File: src/rtl/dbi_pkg.sv
// dbi_pkg: definitions shared by the DBI Type-B PHYs.
//   - default data bus width
//   - DCX level meanings
//   - Type-B write strobe and hardware-reset timing, in seconds
//   - RX FSM state encoding
package dbi_pkg;

  localparam int DBI_IF_D_W = 8;

  localparam logic DCX_CMD = 1'b0;
  localparam logic DCX_PAR = 1'b1;

  localparam real T_WRL_SEC  = 15e-9;
  localparam real T_WRH_SEC  = 15e-9;
  localparam real T_HRST_SEC = 10e-6;

  typedef enum logic [1:0] {
    IDLE_ST      = 2'd0,
    SEL_ST       = 2'd1,
    HRST_ST      = 2'd2,
    HRST_HOLD_ST = 2'd3
  } dbi_rx_state_e;

endpackage

File: src/rtl/dbi_rx_fifo.sv
// dbi_rx_fifo: small synchronous FIFO for received DBI bytes.
//   clk, rst : clock, async active-high reset
//   flush_i  : empties the FIFO (wins over push/pop in the same cycle)
//   push_i   : write wdat_i; accepted when not full, or when full with a pop
//   full_o   : FIFO holds DEPTH entries
//   pop_i    : consume the head entry (ignored when empty)
//   rdat_o   : head entry, read straight from the storage flops
//   empty_o  : FIFO holds no entries
module dbi_rx_fifo #(
  parameter int W     = 10,
  parameter int DEPTH = 4
) (
  input  logic         clk,
  input  logic         rst,
  input  logic         flush_i,
  input  logic         push_i,
  input  logic [W-1:0] wdat_i,
  output logic         full_o,
  input  logic         pop_i,
  output logic [W-1:0] rdat_o,
  output logic         empty_o
);

  localparam int AW = $clog2(DEPTH);

  logic [W-1:0] mem_q [DEPTH];
  logic [AW:0]  wr_ptr_q, wr_ptr_d;
  logic [AW:0]  rd_ptr_q, rd_ptr_d;
  logic         wr_en, rd_en;

  // Pointers carry one extra wrap bit so full and empty are distinguishable.
  always_comb begin
    empty_o  = (wr_ptr_q == rd_ptr_q);
    full_o   = (wr_ptr_q[AW] != rd_ptr_q[AW]) &&
               (wr_ptr_q[AW-1:0] == rd_ptr_q[AW-1:0]);
    rd_en    = pop_i & ~empty_o;
    // When full, the slot being written is the head being popped this cycle.
    wr_en    = push_i & (~full_o | rd_en);
    wr_ptr_d = wr_ptr_q;
    rd_ptr_d = rd_ptr_q;
    if (flush_i) begin
      wr_ptr_d = '0;
      rd_ptr_d = '0;
    end else begin
      if (wr_en) wr_ptr_d = wr_ptr_q + (AW+1)'(1);
      if (rd_en) rd_ptr_d = rd_ptr_q + (AW+1)'(1);
    end
  end

  assign rdat_o = mem_q[rd_ptr_q[AW-1:0]];

  always_ff @(posedge clk or posedge rst) begin
    if (rst) begin
      wr_ptr_q <= '0;
      rd_ptr_q <= '0;
    end else begin
      wr_ptr_q <= wr_ptr_d;
      rd_ptr_q <= rd_ptr_d;
    end
  end

  always_ff @(posedge clk or posedge rst) begin
    if (rst) begin
      mem_q <= '{default: '0};
    end else if (wr_en && !flush_i) begin
      mem_q[wr_ptr_q[AW-1:0]] <= wdat_i;
    end
  end

endmodule

File: src/rtl/dbi_rx_phy.sv
// dbi_rx_phy: MIPI DBI Type-B (8080) write receiver.
//   clk, rst        : system clock, async active-high reset
//   dbi_*_i         : asynchronous DBI pins (CSX/WRX/RESX active low); RDX unused
//   drf_rx_dat_o    : head byte of the receive FIFO
//   drf_rx_dcx_o    : DCX level captured with the head byte
//   drf_rx_first_o  : head byte is the first one after CSX fell
//   drf_rx_vld_o    : FIFO non-empty
//   drf_rx_rdy_i    : consumer takes the head on vld & rdy
//   drf_rx_end_o    : one-cycle pulse when CSX rises
//   drf_hrst_o      : one-cycle pulse on a qualified RESX low period
//   drf_ovf_o       : sticky, a byte was dropped on a full FIFO
module dbi_rx_phy #(
  parameter int  INTERNAL_CLK   = 125000000,
  parameter int  DBI_IF_D_W     = dbi_pkg::DBI_IF_D_W,
  parameter int  FIFO_DEPTH     = 4,
  parameter real T_HRST_MIN_SEC = dbi_pkg::T_HRST_SEC
) (
  input  logic                  clk,
  input  logic                  rst,
  input  logic [DBI_IF_D_W-1:0] dbi_d_i,
  input  logic                  dbi_csx_i,
  input  logic                  dbi_dcx_i,
  input  logic                  dbi_resx_i,
  input  logic                  dbi_rdx_i,
  input  logic                  dbi_wrx_i,
  output logic [DBI_IF_D_W-1:0] drf_rx_dat_o,
  output logic                  drf_rx_dcx_o,
  output logic                  drf_rx_first_o,
  output logic                  drf_rx_vld_o,
  input  logic                  drf_rx_rdy_i,
  output logic                  drf_rx_end_o,
  output logic                  drf_hrst_o,
  output logic                  drf_ovf_o
);

  import dbi_pkg::*;

  localparam int HRST_MIN_CYC = $rtoi(T_HRST_MIN_SEC * INTERNAL_CLK);
  localparam int CNT_W        = $clog2(HRST_MIN_CYC + 1);
  localparam logic [CNT_W-1:0] HRST_CNT = CNT_W'(HRST_MIN_CYC);
  localparam int ENT_W        = DBI_IF_D_W + 2;

  // Reads are not supported; the strobe is deliberately left unconnected.
  logic rdx_unused;
  assign rdx_unused = dbi_rdx_i;

  logic                  csx_s1_q, csx_s2_q, csx_s3_q;
  logic                  wrx_s1_q, wrx_s2_q, wrx_s3_q;
  logic                  resx_s1_q, resx_s2_q, resx_s3_q;
  logic                  dcx_s1_q, dcx_s2_q;
  logic [DBI_IF_D_W-1:0] d_s1_q, d_s2_q;
  logic [2:0]            warm_q;

  always_ff @(posedge clk or posedge rst) begin
    if (rst) begin
      csx_s1_q  <= 1'b1;
      csx_s2_q  <= 1'b1;
      csx_s3_q  <= 1'b1;
      wrx_s1_q  <= 1'b1;
      wrx_s2_q  <= 1'b1;
      wrx_s3_q  <= 1'b1;
      resx_s1_q <= 1'b1;
      resx_s2_q <= 1'b1;
      resx_s3_q <= 1'b1;
      dcx_s1_q  <= 1'b0;
      dcx_s2_q  <= 1'b0;
      d_s1_q    <= '0;
      d_s2_q    <= '0;
      warm_q    <= '0;
    end else begin
      csx_s1_q  <= dbi_csx_i;
      csx_s2_q  <= csx_s1_q;
      csx_s3_q  <= csx_s2_q;
      wrx_s1_q  <= dbi_wrx_i;
      wrx_s2_q  <= wrx_s1_q;
      wrx_s3_q  <= wrx_s2_q;
      resx_s1_q <= dbi_resx_i;
      resx_s2_q <= resx_s1_q;
      resx_s3_q <= resx_s2_q;
      dcx_s1_q  <= dbi_dcx_i;
      dcx_s2_q  <= dcx_s1_q;
      d_s1_q    <= dbi_d_i;
      d_s2_q    <= d_s1_q;
      warm_q    <= {warm_q[1:0], 1'b1};
    end
  end

  dbi_rx_state_e    state_q;
  logic [CNT_W-1:0] cnt_q;
  logic             first_q, end_q, hrst_q, ovf_q;

  logic             wr_rise, csx_fall, csx_rise, capture, pop, hrst_qual;
  logic             fifo_full, fifo_empty;
  logic [ENT_W-1:0] fifo_wdat, fifo_rdat;

  always_comb begin
    wr_rise   = wrx_s2_q & ~wrx_s3_q;
    // Until three edges have passed since rst, csx_s3 still holds its reset
    // level, so a pin already low would look like a fresh fall.
    csx_fall  = warm_q[2] & ~csx_s2_q & csx_s3_q;
    csx_rise  = csx_s2_q & ~csx_s3_q;
    capture   = wr_rise & ~csx_s2_q & (state_q == SEL_ST);
    pop       = ~fifo_empty & drf_rx_rdy_i;
    hrst_qual = (state_q == HRST_ST) & ~resx_s2_q & (cnt_q == HRST_CNT);
    fifo_wdat = {dcx_s2_q, first_q, d_s2_q};
  end

  always_ff @(posedge clk or posedge rst) begin
    if (rst) begin
      state_q <= IDLE_ST;
      cnt_q   <= '0;
      first_q <= 1'b0;
      end_q   <= 1'b0;
      hrst_q  <= 1'b0;
      ovf_q   <= 1'b0;
    end else begin
      end_q  <= 1'b0;
      hrst_q <= 1'b0;
      if (capture) first_q <= 1'b0;
      if (capture && fifo_full && !pop) ovf_q <= 1'b1;
      case (state_q)
        IDLE_ST: begin
          if (!resx_s2_q) begin
            state_q <= HRST_ST;
            cnt_q   <= CNT_W'(1);
          end else if (csx_fall) begin
            state_q <= SEL_ST;
            first_q <= 1'b1;
          end
        end
        SEL_ST: begin
          if (!resx_s2_q) begin
            state_q <= HRST_ST;
            cnt_q   <= CNT_W'(1);
          end else if (csx_rise) begin
            state_q <= IDLE_ST;
            end_q   <= 1'b1;
          end
        end
        HRST_ST: begin
          if (resx_s2_q) begin
            state_q <= IDLE_ST;
            cnt_q   <= '0;
          end else if (hrst_qual) begin
            state_q <= HRST_HOLD_ST;
            hrst_q  <= 1'b1;
            ovf_q   <= 1'b0;
            first_q <= 1'b0;
          end else begin
            cnt_q <= cnt_q + CNT_W'(1);
          end
        end
        HRST_HOLD_ST: begin
          if (resx_s2_q) begin
            state_q <= IDLE_ST;
            cnt_q   <= '0;
          end
        end
        default: state_q <= IDLE_ST;
      endcase
    end
  end

  dbi_rx_fifo #(
    .W     (ENT_W),
    .DEPTH (FIFO_DEPTH)
  ) u_fifo (
    .clk     (clk),
    .rst     (rst),
    .flush_i (hrst_qual),
    .push_i  (capture),
    .wdat_i  (fifo_wdat),
    .full_o  (fifo_full),
    .pop_i   (pop),
    .rdat_o  (fifo_rdat),
    .empty_o (fifo_empty)
  );

  assign drf_rx_dat_o   = fifo_rdat[DBI_IF_D_W-1:0];
  assign drf_rx_first_o = fifo_rdat[DBI_IF_D_W];
  assign drf_rx_dcx_o   = fifo_rdat[DBI_IF_D_W+1];
  assign drf_rx_vld_o   = ~fifo_empty;
  assign drf_rx_end_o   = end_q;
  assign drf_hrst_o     = hrst_q;
  assign drf_ovf_o      = ovf_q;

endmodule

File: config.mk
export PLATFORM = sky130hd
export DESIGN_NAME = dbi_rx_phy
export DESIGN_NICKNAME = d
export VERILOG_FILES = /design/src/rtl/dbi_pkg.sv /design/src/rtl/dbi_rx_fifo.sv /design/src/rtl/dbi_rx_phy.sv
export SDC_FILE = /design/constraint.sdc
export NUM_CORES = 1
export LEC_CHECK = 0
export CORE_MARGIN = 1
export CORE_UTILIZATION = 31
export CTS_CLUSTER_DIAMETER = 30
export DETAILED_ROUTE_END_ITERATION = 12
export PLACE_DENSITY = 0.52
export SLEW_MARGIN = 25
export SYNTH_ARGS = -nofsm -noshare
export SYNTH_HDL_FRONTEND = slang
export SYNTH_SLANG_ARGS = --single-unit
File: constraint.sdc
create_clock -name clk -period 2.7 [get_ports clk]
set_clock_uncertainty 0.15 [all_clocks]
set_input_delay 0.27 -clock clk [delete_from_list [all_inputs] [get_ports clk]]
set_output_delay 0.27 -clock clk [all_outputs]
set_load 0.03 [all_outputs]
Word level (Yosys, flattened, before mapping)
Index checks and enable logic that the tools add are counted.
- add/subtract/negate cells: 3
- order comparisons: 3
- equality and inequality tests: 13
- multiplexer cells: 39
- bitwise logic cells: 20
- reductions and logical operators: 13
- operator list (kind ; count):
    11-bit 2-to-1 mux ; 4
    40-bit bitwise mux ; 1
    11-bit one-hot mux with 3 select lines ; 1
    10-bit 2-to-1 mux ; 3
    10-bit binary-select mux with 2-bit select ; 1
    10-bit demux with 2-bit select ; 1
    1-bit 2-to-1 mux ; 15
    2-bit 2-to-1 mux ; 7
    3-bit 2-to-1 mux ; 4
    11-bit by 1-bit adder with 11-bit output, second input constant ; 1
    1-bit AND ; 11
    11-bit equality test, second input constant ; 1
    3-bit != test, second input constant ; 3
    2-bit one-hot mux with 4 select lines ; 1
    3-bit by 1-bit adder with 3-bit output, second input constant ; 2
    3-bit >= comparator, second input constant ; 2
    1-bit NOT ; 6
    2-bit NOT with 3-bit output ; 2
    1-bit logical AND ; 5
    2-bit equality test, second input constant ; 2
    2-bit != test, second input constant ; 2
    4-bit AND reduction ; 1
    2-bit nonzero test ; 2
    3-bit equality test ; 1
    other kinds (11) ; 12
- bits in registers: 92
- input port bits: 16
- word-level logic and storage cells: 116

Logic depth before layout (Yosys ltp)
- depth in word-level cells: 10
- depth in mapped cells: 7
- mapped depth without buffers: 6

Cells and area by module
Synthesis repeated with hierarchy kept, for this count alone.
- cells, all modules: 288
- area total of the unflattened synthesis: 4111.4 µm²
- by module, submodules not included (module ; times used ; cells an instance ; area each (µm²) ; seq. area each (µm²)):
    dbi_rx_fifo ; 1 ; 151 ; 2344.7 ; 1151.1
    dbi_rx_phy ; 1 ; 137 ; 1766.7 ; 1161.1

Worst setup path after synthesis
No wires, ideal clock.
- path kind: reg-to-reg
- start: reg cnt_q[0]
- end: reg u_fifo.wr_ptr_q[1]
- setup time: 0.125 ns
- arrival: 1.771 ns
- data required time: 2.425 ns
- path slack: 0.655 ns
- stages on the path, launching flop included: 8
- path buffers: 1
- cell sequence: dfrtp_1 > inv_1 > ha_1 > or3b_1 > nor4_4 > buf_4 > nor2_1 > mux2_2
- longest elaborated chain between the ends: 3
- RTL lines (element ; line ; RTL):
    from (decl) ; dbi_rx_phy.sv:89 ; logic [CNT_W-1:0] cnt_q;
    from (signal assigned) ; dbi_rx_phy.sv:150 ; cnt_q <= cnt_q + CNT_W'(1);
    11-bit equality test (*) ; dbi_rx_phy.sv:104 ; hrst_qual = (state_q == HRST_ST) & ~resx_s2_q & (cnt_q == HRST_CNT);
    1-bit AND (*) ; dbi_rx_phy.sv:104 ;
    3-bit 2-to-1 mux or 2-bit nonzero test (tied branches) ; -- ;
    to (signal assigned) ; dbi_rx_fifo.sv:57 ; wr_ptr_q <= wr_ptr_d;
    to (decl) ; dbi_rx_fifo.sv:27 ; logic [AW:0] wr_ptr_q, wr_ptr_d;
Every way passes the cells marked *; elsewhere a longest branch is shown, timed or not.
A chain may end at the register's enable or synchronous reset.

Worst setup path in the final report
- start: reg u_fifo.rd_ptr_q[0]
- end: out drf_rx_dat_o[1]
- longest elaborated chain between the ends: 4
- RTL lines (element ; line ; RTL):
    from (decl) ; dbi_rx_fifo.sv:28 ; logic [AW:0] rd_ptr_q, rd_ptr_d;
    from (signal assigned) ; dbi_rx_fifo.sv:58 ; rd_ptr_q <= rd_ptr_d;
    2-bit NOT with 3-bit output (not written as such) ; dbi_rx_fifo.sv:50 ; assign rdat_o = mem_q[rd_ptr_q[AW-1:0]];
    10-bit binary-select mux with 2-bit select ; dbi_rx_fifo.sv:50 ;
    10-bit 2-to-1 mux (not written as such) (2 in series) ; dbi_rx_fifo.sv:50 ;
    to (decl) ; dbi_rx_phy.sv:26 ; output logic [DBI_IF_D_W-1:0] drf_rx_dat_o,
No other way between the ends. The select of a mux whose other input is x is not followed.

==> impl_results.md <==
* Xor and xnor area share after synthesis at 0.0206
* Compound-Gate Fraction of Synth Area at 0.0340
* First-pass GRT wire length at 12100 µm
* Max-Cap Viols at 0
* Final worst slack at 152 ps
* Cell Area, Synth at 3820 µm²
* Fmax at 392 MHz
* Unique masters post-synth at 50
* Cell Chain, Critical Path: buf_12 > mux4_2 > clkdlybuf4s50_1
* Via count at 2181
* Worst Path Arrival at 2130 ps
* Critical path capture point type: output pin
* Cell Pwr Density at 695 nW/µm²
* Die height at 113 µm
* Post-CTS Resized at 0
* CTS Root Cell: clkbuf_16
* FP Rows at 40
* Initial Utilization at 0.318
* Req. time, crit path at 2280 ps
* Vias per inst at 4.76
* Synth top cells by count: 84 x dfrtp_1, 40 x mux2_1, 13 x nor2_1
* R2R depth at 5
* TritonCTS clock tree: built
* Post-synthesis mux area share at 0.188
* DP Cell Count at 442
* Final non-filler cell total at 458
* Mapped Avg Cell Area at 14.4 µm²
* Max Buffers Root-to-Sink at 2
* Cell area after layout at 4630 µm²
* Clk sinks at 92
* Post-synthesis sequential area ratio at 0.605
* Port Buffer Count at 28
* CP max stage delay at 610 ps
* Die X at 113 µm
* RePlAce Congestion at 0.738
* IO Pins at 30
* Largest family of logic cells by synthesized area: multiplexers
* Relative slew slack at 0.642
* Clk Latency, worst-skew pair at 340 ps
* Placement Cell Area at 4360 µm²
* Final Power at 3.22 mW
* Status: completed
* Die area at 12800 µm²
* Vias in the first global route at 2362
* Tightest Hold Check Type: input pin to asynchronous set/reset pin
* Synth Area in Simple Gates at 0.107
* GRT Overall Usage at 0.122
* Final Hold Vio Count at 0
* Hold_buf cts at 0
* Setup Viol. Count Final at 0
* Sequential cell area at 2310 µm²
* Final WL at 6780 µm
* Worst Path Class, Setup: register to output pin
* Main synth FF type: dfrtp_1
* Crit path max fanout at 10
* Yosys warning total at 0
* EDFF count, synth at 0
* Maximum number of pins on one net before global-route repair at 37
* DP HPWL at 4410 µm
* Register bit total from synthesis at 92
* Reg-to-Reg Start: wrx_s2_q
* VDD IR max at 0.000272 V
* DRC viols at 0
* Cells after Synth at 265
* Worst setup SP type: register
* Crit path from: u_fifo.rd_ptr_q[0]
* Wire per inst at 14.8 µm
* Iter 0 DRT Violations at 85
* Synth top area cells: dfrtp_1 55%, mux2_1 12%, mux4_2 5.9%
* Congestion Overflow GR at 0
* Clock Pin Slew Worst Setup and Hold Paths at 70 ps
* Slew @ Worst Pin at 535 ps
* Yosys top cell area share at 0.550
* Setup TNS at 0 ps
* Crit path time final at 2550 ps
* Most frequent cell after synthesis: dfrtp_1
* Tcrit/Tclk final at 0.944
* RSZ-0062 raised after global routing: false
* R2R Path End: u_fifo.mem_q[36]
* Syn nets at 288
* Leak at 2.10 nW
* Post-CTS Setup Bufs at 0
* Area growth syn-to-layout at 21.1%
* H-tree level count at 3
* Most area-hungry cell type in the Yosys netlist: dfrtp_1
* Filler cell count at 1171
* FFs w/ async S/R, synth at 1.00
* Antenna-violating nets left at 0
* R2R Setup Slk at 480 ps
* Ratio of cells with drive above 1 in the final layout at 0.161
* Antenna violations before repair at 0
* # diodes at 0
* Critical Path Slowest Stage Cell: clkdlybuf4s50_1
* Nets at 329
* CTS Buf Count at 9
* Dpl ws at 455 ps
* Final Max Tran Viols at 0
* Adder-Cell Fraction of Synth Area at 0.0229
* Core area at 12000 µm²
* Drt pass-1 iters at 4
* Area of the multi-input gates at 1430 µm²
## power by group
| part | total, mW | leakage, nW | internal, mW | switching (mW) |
|---|---|---|---|---|
| clock network | 1.19 | 0.135 | 0.635 | 0.551 |
| logic | 0.507 | 0.788 | 0.238 | 0.269 |
| registers | 1.53 | 1.18 | 1.46 | 0.0689 |
## worst max-delay path: cells and delay by family (launching register included)
kind                   cells  cell delay (ps)
buffers and inverters      2              800
muxes                      1              520
DFF                        1              460
## cells in the final DEF, fill, tap and decap left out, drive strengths merged, types with 3 or more instances in the layout
cell and instances:
a21oi 3, buf 11, clkbuf 10, clkdlybuf4s50 28
dfrtp 84, dfstp 8, ha 7, inv 10
mux2 41, mux2i 3, mux4 10, nand2 10
nand2b 5, nand3 6, nand4 3, nor2 13
nor3 3, nor3b 4, nor4 3, o21ai 5
o31ai 3, or4 4, xnor2 3, xor2 6
## metrics by stage
stage | util | hold slack [ps]
3_3_place_gp | 0.363 | 182
4_1_cts | 0.386 | 174
6_report | 0.386 | 175
5_1_grt | 0.386 | 173
3_5_place_dp | 0.363 | 185
2_1_floorplan | - | 124
## how the worst max path moves through the flow
stage	cells after the start	to	slack, ps
6_report	3	drf_rx_dat_o[1]	150
5_1_grt	3	drf_rx_dat_o[1]	90
2_1_floorplan	7	u_fifo.wr_ptr_q[1]	650
3_3_place_gp	5	u_fifo.mem_q[31]	490
3_5_place_dp	5	u_fifo.mem_q[36]	450
4_1_cts	3	drf_rx_dat_o[7]	120
## final cells by class
class,count,area share
Sequential cell,92,0.499
Multi-Input combinational cell,156,0.308
Timing Repair Buffer,39,0.0864
Clock buffer,10,0.0494
Tap cell,147,0.0397
Clock inverter,6,0.00999
Inverter,8,0.00729
## sequential cells by signal, indices dropped and copies added, names as in the netlist, 2 cells and up
name and cells:
u_fifo.mem_q 40, cnt_q 11, d_s1_q 8, d_s2_q 8
u_fifo.rd_ptr_q 3, u_fifo.wr_ptr_q 3, warm_q 3, state_q 2
## kinds of logic after synthesis
logic type               after synthesis
adder cells (fa/ha/maj)                7
AND/OR/NAND/NOR                       65
XOR/XNOR                               9
flip-flops                            92
other                                  1
AO/OA/AOI/OAI                         20
buffers and inverters                 17
multiplexers                          54
## per-layer routing
metal | track usage | vias to the layer above | part of all wire
li1 | - | 1039 | -
met1 | 0.160 | 1099 | 0.48
met2 | 0.191 | 31 | 0.46
met3 | 0.0380 | 12 | 0.036
met4 | 0.0456 | 0 | 0.021
met5 | 0 | - | 0
No activity file was read; power rests on OpenSTA's default activity.
